<file path="src/rtl/types_pkg.sv">
// Shared types for the immediate-extension pipeline: format select encoding
// and the widest supported datapath.
package types_pkg;

    localparam int XLEN_MAX = 64;

    typedef enum logic [2:0] {
        Imm      = 3'd0,
        Store    = 3'd1,
        UpperImm = 3'd2,
        Branch   = 3'd3,
        Jump     = 3'd4,
        CsrImm   = 3'd5,
        Shamt    = 3'd6
    } imm_fmt_t;

    // Encoding 3'd7 is the only value outside the defined set.
    function automatic logic fmt_legal(input imm_fmt_t f);
        return f <= Shamt;
    endfunction

endpackage

</file>
<file path="src/rtl/imm_extend_pipe_decode.sv">
// Combinational immediate decoder: selects and extends the instruction's
// immediate field for the requested format and flags illegal requests.
module imm_decode
    import types_pkg::*;
#(
    parameter int XLEN = 32
) (
    input  logic [31:0]     instr,
    input  imm_fmt_t        ImmSrc,
    output logic [XLEN-1:0] imm,
    output logic            err
);

    // NOTE: every output gets a default first so no path through the case infers a latch.
    always_comb begin
        imm = '0;
        err = 1'b0;
        case (ImmSrc)
            Imm:      imm = XLEN'($signed(instr[31:20]));
            Store:    imm = XLEN'($signed({instr[31:25], instr[11:7]}));
            Branch:   imm = XLEN'($signed({instr[31], instr[7], instr[30:25], instr[11:8], 1'b0}));
            Jump:     imm = XLEN'($signed({instr[31], instr[19:12], instr[20], instr[30:21], 1'b0}));
            UpperImm: imm = XLEN'($signed({instr[31:12], 12'b0}));
            CsrImm:   imm = XLEN'(instr[19:15]);
            Shamt: begin
                // A 6-bit shift amount is meaningless on a 32-bit datapath.
                if (XLEN == 32 && instr[25]) begin
                    imm = XLEN'(instr[24:20]);
                    err = 1'b1;
                end else begin
                    imm = XLEN'(instr[25:20]);
                end
            end
            default: begin
                imm = XLEN'($signed(instr[31:20]));
                err = 1'b1;
            end
        endcase
    end

endmodule

</file>
<file path="src/rtl/imm_extend_pipe.sv">
// Immediate extension stage with a valid/ready handshake. REG_OUT=1 gives a
// registered output slot backed by a one-entry skid; REG_OUT=0 is a pass-through.
module imm_extend_pipe
    import types_pkg::*;
#(
    parameter int XLEN    = 32,
    parameter int REG_OUT = 1
) (
    input  logic            clk,
    input  logic            rst,
    input  logic            in_valid,
    output logic            in_ready,
    input  logic [31:0]     instr,
    input  imm_fmt_t        ImmSrc,
    output logic            out_valid,
    input  logic            out_ready,
    output logic [XLEN-1:0] ImmOp,
    output imm_fmt_t        out_fmt,
    output logic            out_err
);

    if (XLEN != 32 && XLEN != 64) begin : g_bad_xlen
        $error("imm_extend_pipe: XLEN must be 32 or 64");
    end

    logic [XLEN-1:0] dec_imm;
    logic            dec_err;
    imm_fmt_t        dec_fmt;

    imm_decode #(.XLEN(XLEN)) u_decode (
        .instr  (instr),
        .ImmSrc (ImmSrc),
        .imm    (dec_imm),
        .err    (dec_err)
    );

    // Illegal selects decode as Imm, so report Imm as the producing format.
    assign dec_fmt = fmt_legal(ImmSrc) ? ImmSrc : Imm;

    if (REG_OUT != 0) begin : g_reg
        logic            out_v,   skid_v;
        logic [XLEN-1:0] out_imm, skid_imm;
        imm_fmt_t        out_f,   skid_f;
        logic            out_e,   skid_e;
        logic            accept,  consume;

        // Ready comes only from the skid register, never from out_ready.
        assign in_ready = ~skid_v & ~rst;
        assign accept   = in_valid & in_ready;
        assign consume  = out_v & out_ready;

        // NOTE: state updates use non-blocking assignments so every register samples pre-edge values.
        always_ff @(posedge clk) begin
            if (rst) begin
                // NOTE: payload registers are reset too, because ImmOp must read zero out of reset.
                out_v    <= 1'b0;
                out_imm  <= '0;
                out_f    <= Imm;
                out_e    <= 1'b0;
                skid_v   <= 1'b0;
                skid_imm <= '0;
                skid_f   <= Imm;
                skid_e   <= 1'b0;
            end else if (consume && skid_v) begin
                // A full skid blocks accept, so only the refill happens here.
                out_imm <= skid_imm;
                out_f   <= skid_f;
                out_e   <= skid_e;
                skid_v  <= 1'b0;
            end else if (accept && (!out_v || consume)) begin
                out_v   <= 1'b1;
                out_imm <= dec_imm;
                out_f   <= dec_fmt;
                out_e   <= dec_err;
            end else if (accept) begin
                skid_v   <= 1'b1;
                skid_imm <= dec_imm;
                skid_f   <= dec_fmt;
                skid_e   <= dec_err;
            end else if (consume) begin
                out_v <= 1'b0;
            end
        end

        assign out_valid = out_v;
        assign ImmOp     = out_imm;
        assign out_fmt   = out_f;
        assign out_err   = out_e;
    end else begin : g_comb
        assign in_ready  = out_ready;
        assign out_valid = in_valid;
        assign ImmOp     = dec_imm;
        assign out_fmt   = dec_fmt;
        assign out_err   = dec_err;
    end

endmodule

</file>
<file path="config.mk">
export PLATFORM = sky130hd
export DESIGN_NAME = imm_extend_pipe
export DESIGN_NICKNAME = d
export VERILOG_FILES = /design/src/rtl/types_pkg.sv /design/src/rtl/imm_extend_pipe_decode.sv /design/src/rtl/imm_extend_pipe.sv
export SDC_FILE = /design/constraint.sdc
export NUM_CORES = 1
export LEC_CHECK = 0
export CAP_MARGIN = 20
export CORE_MARGIN = 4
export CORE_UTILIZATION = 49
export CTS_CLUSTER_SIZE = 12
export DETAILED_ROUTE_END_ITERATION = 8
export PLACE_DENSITY = 0.89
export RECOVER_POWER = 100
export SETUP_SLACK_MARGIN = 0.02
export SLEW_MARGIN = 15
export SYNTH_ARGS = -nofsm -noshare
export SYNTH_HDL_FRONTEND = slang
export SYNTH_SLANG_ARGS = --single-unit
</file>
<file path="constraint.sdc">
create_clock -name clk -period 2.1 [get_ports clk]
set_input_delay 0.42 -clock clk [delete_from_list [all_inputs] [get_ports clk]]
set_output_delay 0.42 -clock clk [all_outputs]
set_load 0.05 [all_outputs]
</file>
Yosys cells after proc, flatten, opt, wreduce, memory -nomap -nowiden
Index checks and enable logic that the tools add are counted.
{"block": "totals", "rom_bits": 0, "wordCells": 48, "latch_bits": 0, "n_memories": 0, "mem_bits_rw": 0, "in_bits": 39, "ff_bits": 74}
{"block": "classes", "multipliers": 0, "n_mux": 13, "eq_ne": 7, "magnitude_cmp": 1, "shift": 0, "bitwise_logic": 7, "div": 0, "add_sub_neg": 0, "reduce_logical": 12}
{"operator": "32-bit case mux with 6 select lines", "count": 1}
{"operator": "32-bit 2-to-1 mux", "count": 2}
{"operator": "3-bit == test (second input constant)", "count": 3}
{"operator": "3-bit 2-to-1 mux", "count": 3}
{"operator": "3-bit by 2-bit == test with 1-bit output (second input constant)", "count": 2}
{"operator": "1-bit 2-to-1 mux", "count": 6}
{"operator": "3-bit AND reduction", "count": 2}
{"operator": "6-bit OR reduction", "count": 1}
{"operator": "1-bit inverter", "count": 4}
{"operator": "2-bit nonzero test", "count": 2}
{"operator": "1-bit AND", "count": 3}
{"operator": "3-bit by 1-bit == test with 1-bit output (second input constant)", "count": 1}
{"operator": "3-bit <= comparator (second input constant)", "count": 1}
{"operator": "3-bit logical NOT", "count": 1}
{"operator": "1-bit logical AND", "count": 2}
{"operator": "2-bit by 1-bit != test with 1-bit output (second input constant)", "count": 1}
{"operator": "1-bit case mux with 2 select lines", "count": 1}
{"operator": "2-bit AND reduction", "count": 1}
{"operator": "2-bit OR reduction", "count": 1}
{"operator": "1-bit logical NOT", "count": 1}
{"operator": "1-bit logical OR", "count": 1}

Depth between registers and ports, before layout
{"block": "depth", "ltp_word": 6, "mapped_depth": 6, "mapped_depth_nobuf": 4}

Modules after synthesis
A second synthesis with hierarchy kept.
{"block": "unflattened", "hier_cells": 464, "area_unflattened_um2": 3829.9}
{"mod": "imm_extend_pipe", "seq_area_each_um2": 1481.4, "cells_per_inst": 368, "area_each_um2": 3251.9, "n_inst": 1}
{"mod": "imm_decode", "seq_area_each_um2": 0.0, "cells_per_inst": 96, "area_each_um2": 578.1, "n_inst": 1}

Least setup slack after synthesis
No wires, ideal clock.
{"block": "synth_timing", "path_kind": "input-to-output", "start": "input port rst", "end": "output port in_ready", "required_ns": 1.680, "arrival_time_ns": 1.418, "path_slack_ns": 0.262, "n_path_buf": 2, "path_stages": 3, "cell_sequence": "buf_2 clkbuf_1 nor2_1"}
{"block": "synth_via", "elab_chain_len": 2}
{"element": "start: declaration", "line_no": "imm_extend_pipe.sv:10", "rtl": "input logic rst,"}
{"element": "1-bit inverter", "line_no": "imm_extend_pipe.sv:48", "rtl": "assign in_ready = ~skid_v & ~rst;"}
{"element": "1-bit AND", "line_no": "imm_extend_pipe.sv:48"}
{"element": "end: declaration", "line_no": "imm_extend_pipe.sv:12", "rtl": "output logic in_ready,"}
Every way passes these cells.

Worst setup path in the final report
{"block": "layout_timing", "start": "register g_reg.out_f[1], in the netlist out_fmt[1]", "end": "output port out_fmt[1]"}
{"element": "start: declaration", "line_no": "imm_extend_pipe.sv:43", "rtl": "imm_fmt_t out_f, skid_f;"}
{"element": "start signal: assignment", "line_no": "imm_extend_pipe.sv:58", "rtl": "out_f <= Imm;"}
{"element": "start signal: assignment", "line_no": "imm_extend_pipe.sv:67", "rtl": "out_f <= skid_f;"}
{"element": "start signal: assignment", "line_no": "imm_extend_pipe.sv:73", "rtl": "out_f <= dec_fmt;"}
{"element": "end: declaration", "line_no": "imm_extend_pipe.sv:18", "rtl": "output imm_fmt_t out_fmt,"}
No word-level cell between the ends.

==> results_dict.tcl <==
set metrics [dict create \
    status "completed" \
    drt_iter0_markers 178 \
    routedWlPerCell_um 16.4 \
    avgSynthCellArea_um2 8.76 \
    cp_max_fo 2 \
    tightest_slew_ns 0.667 \
    grt_pass1_vias 3043 \
    period_share_pct 96.1 \
    grt_max_degree 49 \
    initial_core_util_pct 51.5 \
    critPathKind "reg2out" \
    start_kind "flop" \
    portBuffers 69 \
    path_buf_inv 1 \
    dpl_cell_area_mm2 0.00397 \
    antenna_found_initial 0 \
    post-place-ws_ns -0.0764 \
    vias_per_cell 5.94 \
    cts_tree "done" \
    power_leakage_uw 0.00154 \
    die_y_um 87.6 \
    diodes 0 \
    postSynth.asyncResetShare_pct 0 \
    area_delta_synth_final_pct 34.0 \
    cts-buffers-inserted 9 \
    power-per-cell-area_mw_per_mm2 784 \
    cts-htree-levels 3 \
    crit_arrival_ns 1.60 \
    nets 469 \
    cts.sinks 74 \
    die_area_mm2 0.00767 \
    cts_root_buffer "clkbuf_8" \
    fmax_mhz 496 \
    die_w_um 87.6 \
    yosysUniqueCellTypes 40 \
    synth_ff_type "dfxtp_1" \
    synth_area_mm2 0.00310 \
    grt_overflow 0 \
    drive_gt1_share_pct 11.3 \
    synthCells 354 \
    max_cap_violations 0 \
    post-route-min-period_ns 2.02 \
    critPathMaxStageDelay_ns 0.89 \
    ioPinCount 77 \
    cp_top_family "buffers and inverters" \
    end_kind "output port" \
    clk_latency_ns 0.35 \
    holdCritPathClass "in2reg" \
    cp_slowest_cell "dlygate4sd3_1" \
    place_congestion 0.826 \
    post_cts_buffers 0 \
    hold_viol_final 0 \
    setup_viol 0 \
    syn-num-nets 393 \
    final_util_pct 69.0 \
    relSlewSlack_pct 55.5 \
    fp.coreArea_mm2 0.00603 \
    rsz0062_at_grt "false" \
    antenna_left 0 \
    clk_pin_slew_ns 0.07 \
    ys_seq_elements 74 \
    vias 3022 \
    finalHoldWorstSlack_ns 0.374 \
    crit_required_ns 1.68 \
    peakVddDrop_uv 626 \
    placementRows 28 \
    report.final.slew_viol_count 0 \
    ctsLongestPathBuffers 2 \
    crit_path_cell_trace "dlygate4sd3_1" \
    yosys_warnings 0 \
    grt_usage_pct 23.2 \
    synth_edf_count 0 \
    first_pass_iters 5 \
    drc 0 \
    grt_pass1_wl_um 14000 \
    seq_area_frac_synth_pct 47.8 \
    totalWireLength_um 8350 \
    finalWorstSetupSlack_ns 0.0826 \
    fin_skew_ns 0.00573 \
    dpl.hpwl_um 5660 \
    final_area_mm2 0.00416 \
]
metrics by stage:
step                setup TNS [ns]  total power [µW]  instances
finish                           0              3260        509
global route                     0              3360        509
CTS                              0              3300        509
detailed placement          -0.384              2090        494
global placement                 0              2080        494
floorplan                        0              1860        354
power by group:
part	internal, µW	switching [µW]	leakage [µW]
logic	205	345	0.000822
registers	1460	32.0	0.000602
clock network	692	527	0.000112
total	2360	904	0.00154
Yosys cell counts, types with 2 or more instances:
library cell / number / area, µm²
o21ai_0: 16 / 80.1
a221o_1: 12 / 120
nor2b_1: 3 / 18.8
nor3_1: 4 / 20.0
a21oi_1: 46 / 230
buf_6: 2 / 22.5
a32o_1: 4 / 40.0
nand2b_1: 3 / 18.8
nand3_1: 17 / 85.1
mux2i_1: 2 / 20.0
nor2_2: 2 / 12.5
a311oi_1: 13 / 114
dfxtp_1: 74 / 1480
a22oi_1: 20 / 150
inv_1: 2 / 7.51
clkbuf_1: 10 / 37.5
or2_2: 2 / 12.5
a211oi_1: 14 / 105
nor2_1: 35 / 131
buf_2: 17 / 85.1
nand2_1: 36 / 135
nor3b_1: 2 / 15.0
registers in the layout, summed over array words and instances (netlist names):
register and count:
g_reg.skid_imm 32, g_reg.skid_v 1, g_reg.skid_f 3, ImmOp 32
g_reg.skid_e 1, out_valid 1, out_fmt 3, out_err 1
layout make-up:
class                      count  area [µm²]
sequential                    74        1480
clock buffer                  10         138
clock inverter                 5        78.8
timing repair buffer          95         900
inverter                       2        7.51
multi-input combinational    248        1460
tap                           75        93.8
fill                         487        1870
cell usage in the layout, fill, tap and decap left out, types with 14 or more instances in the layout:
master           instances
dfxtp_1                 74
a21oi_1                 46
nand2_1                 36
nor2_1                  35
dlygate4sd3_1           35
clkdlybuf4s50_1         31
a22oi_1                 20
buf_4                   20
nand3_1                 17
o21ai_0                 16
a211oi_1                14
per-layer routing:
layer,wire [µm],vias to the layer above,track usage (%)
met5,0,-,0
met4,118,0,7.53
met3,538,15,6.40
met2,4220,103,39.5
met1,3470,1446,28.5
li1,-,1458,-
repair_timing:
action,in CTS,in global routing
endpoints found under the setup margin,0,1
resized for setup,0,1
hold buffers,0,0
logic make-up after synthesis:
group           share of synthesized area [%]
compound gates                           29.1
flops                                    47.8
buf+inv                                  5.16
xor+xnor                                0.565
mux                                      1.01
simple gates                             16.4
path summary, 6_finish.rpt:
check / start / to / slack [ns] / depth (start not counted)
setup / recovery: out_fmt[1]$_SDFFE_PP0P_ / out_fmt[1] / 0.08 / 1
hold reg to reg: g_reg.skid_f[2]$_SDFFE_PP0P_ / g_reg.skid_f[2]$_SDFFE_PP0P_ / 0.46 / 2
hold / removal: rst / g_reg.skid_e$_SDFFE_PP0P_ / 0.37 / 2
setup reg to reg: g_reg.skid_v$_SDFFE_PP0P_ / g_reg.skid_imm[24]$_SDFFE_PP0P_ / 0.42 / 5
Note: power is estimated with default switching activity, not from simulation.
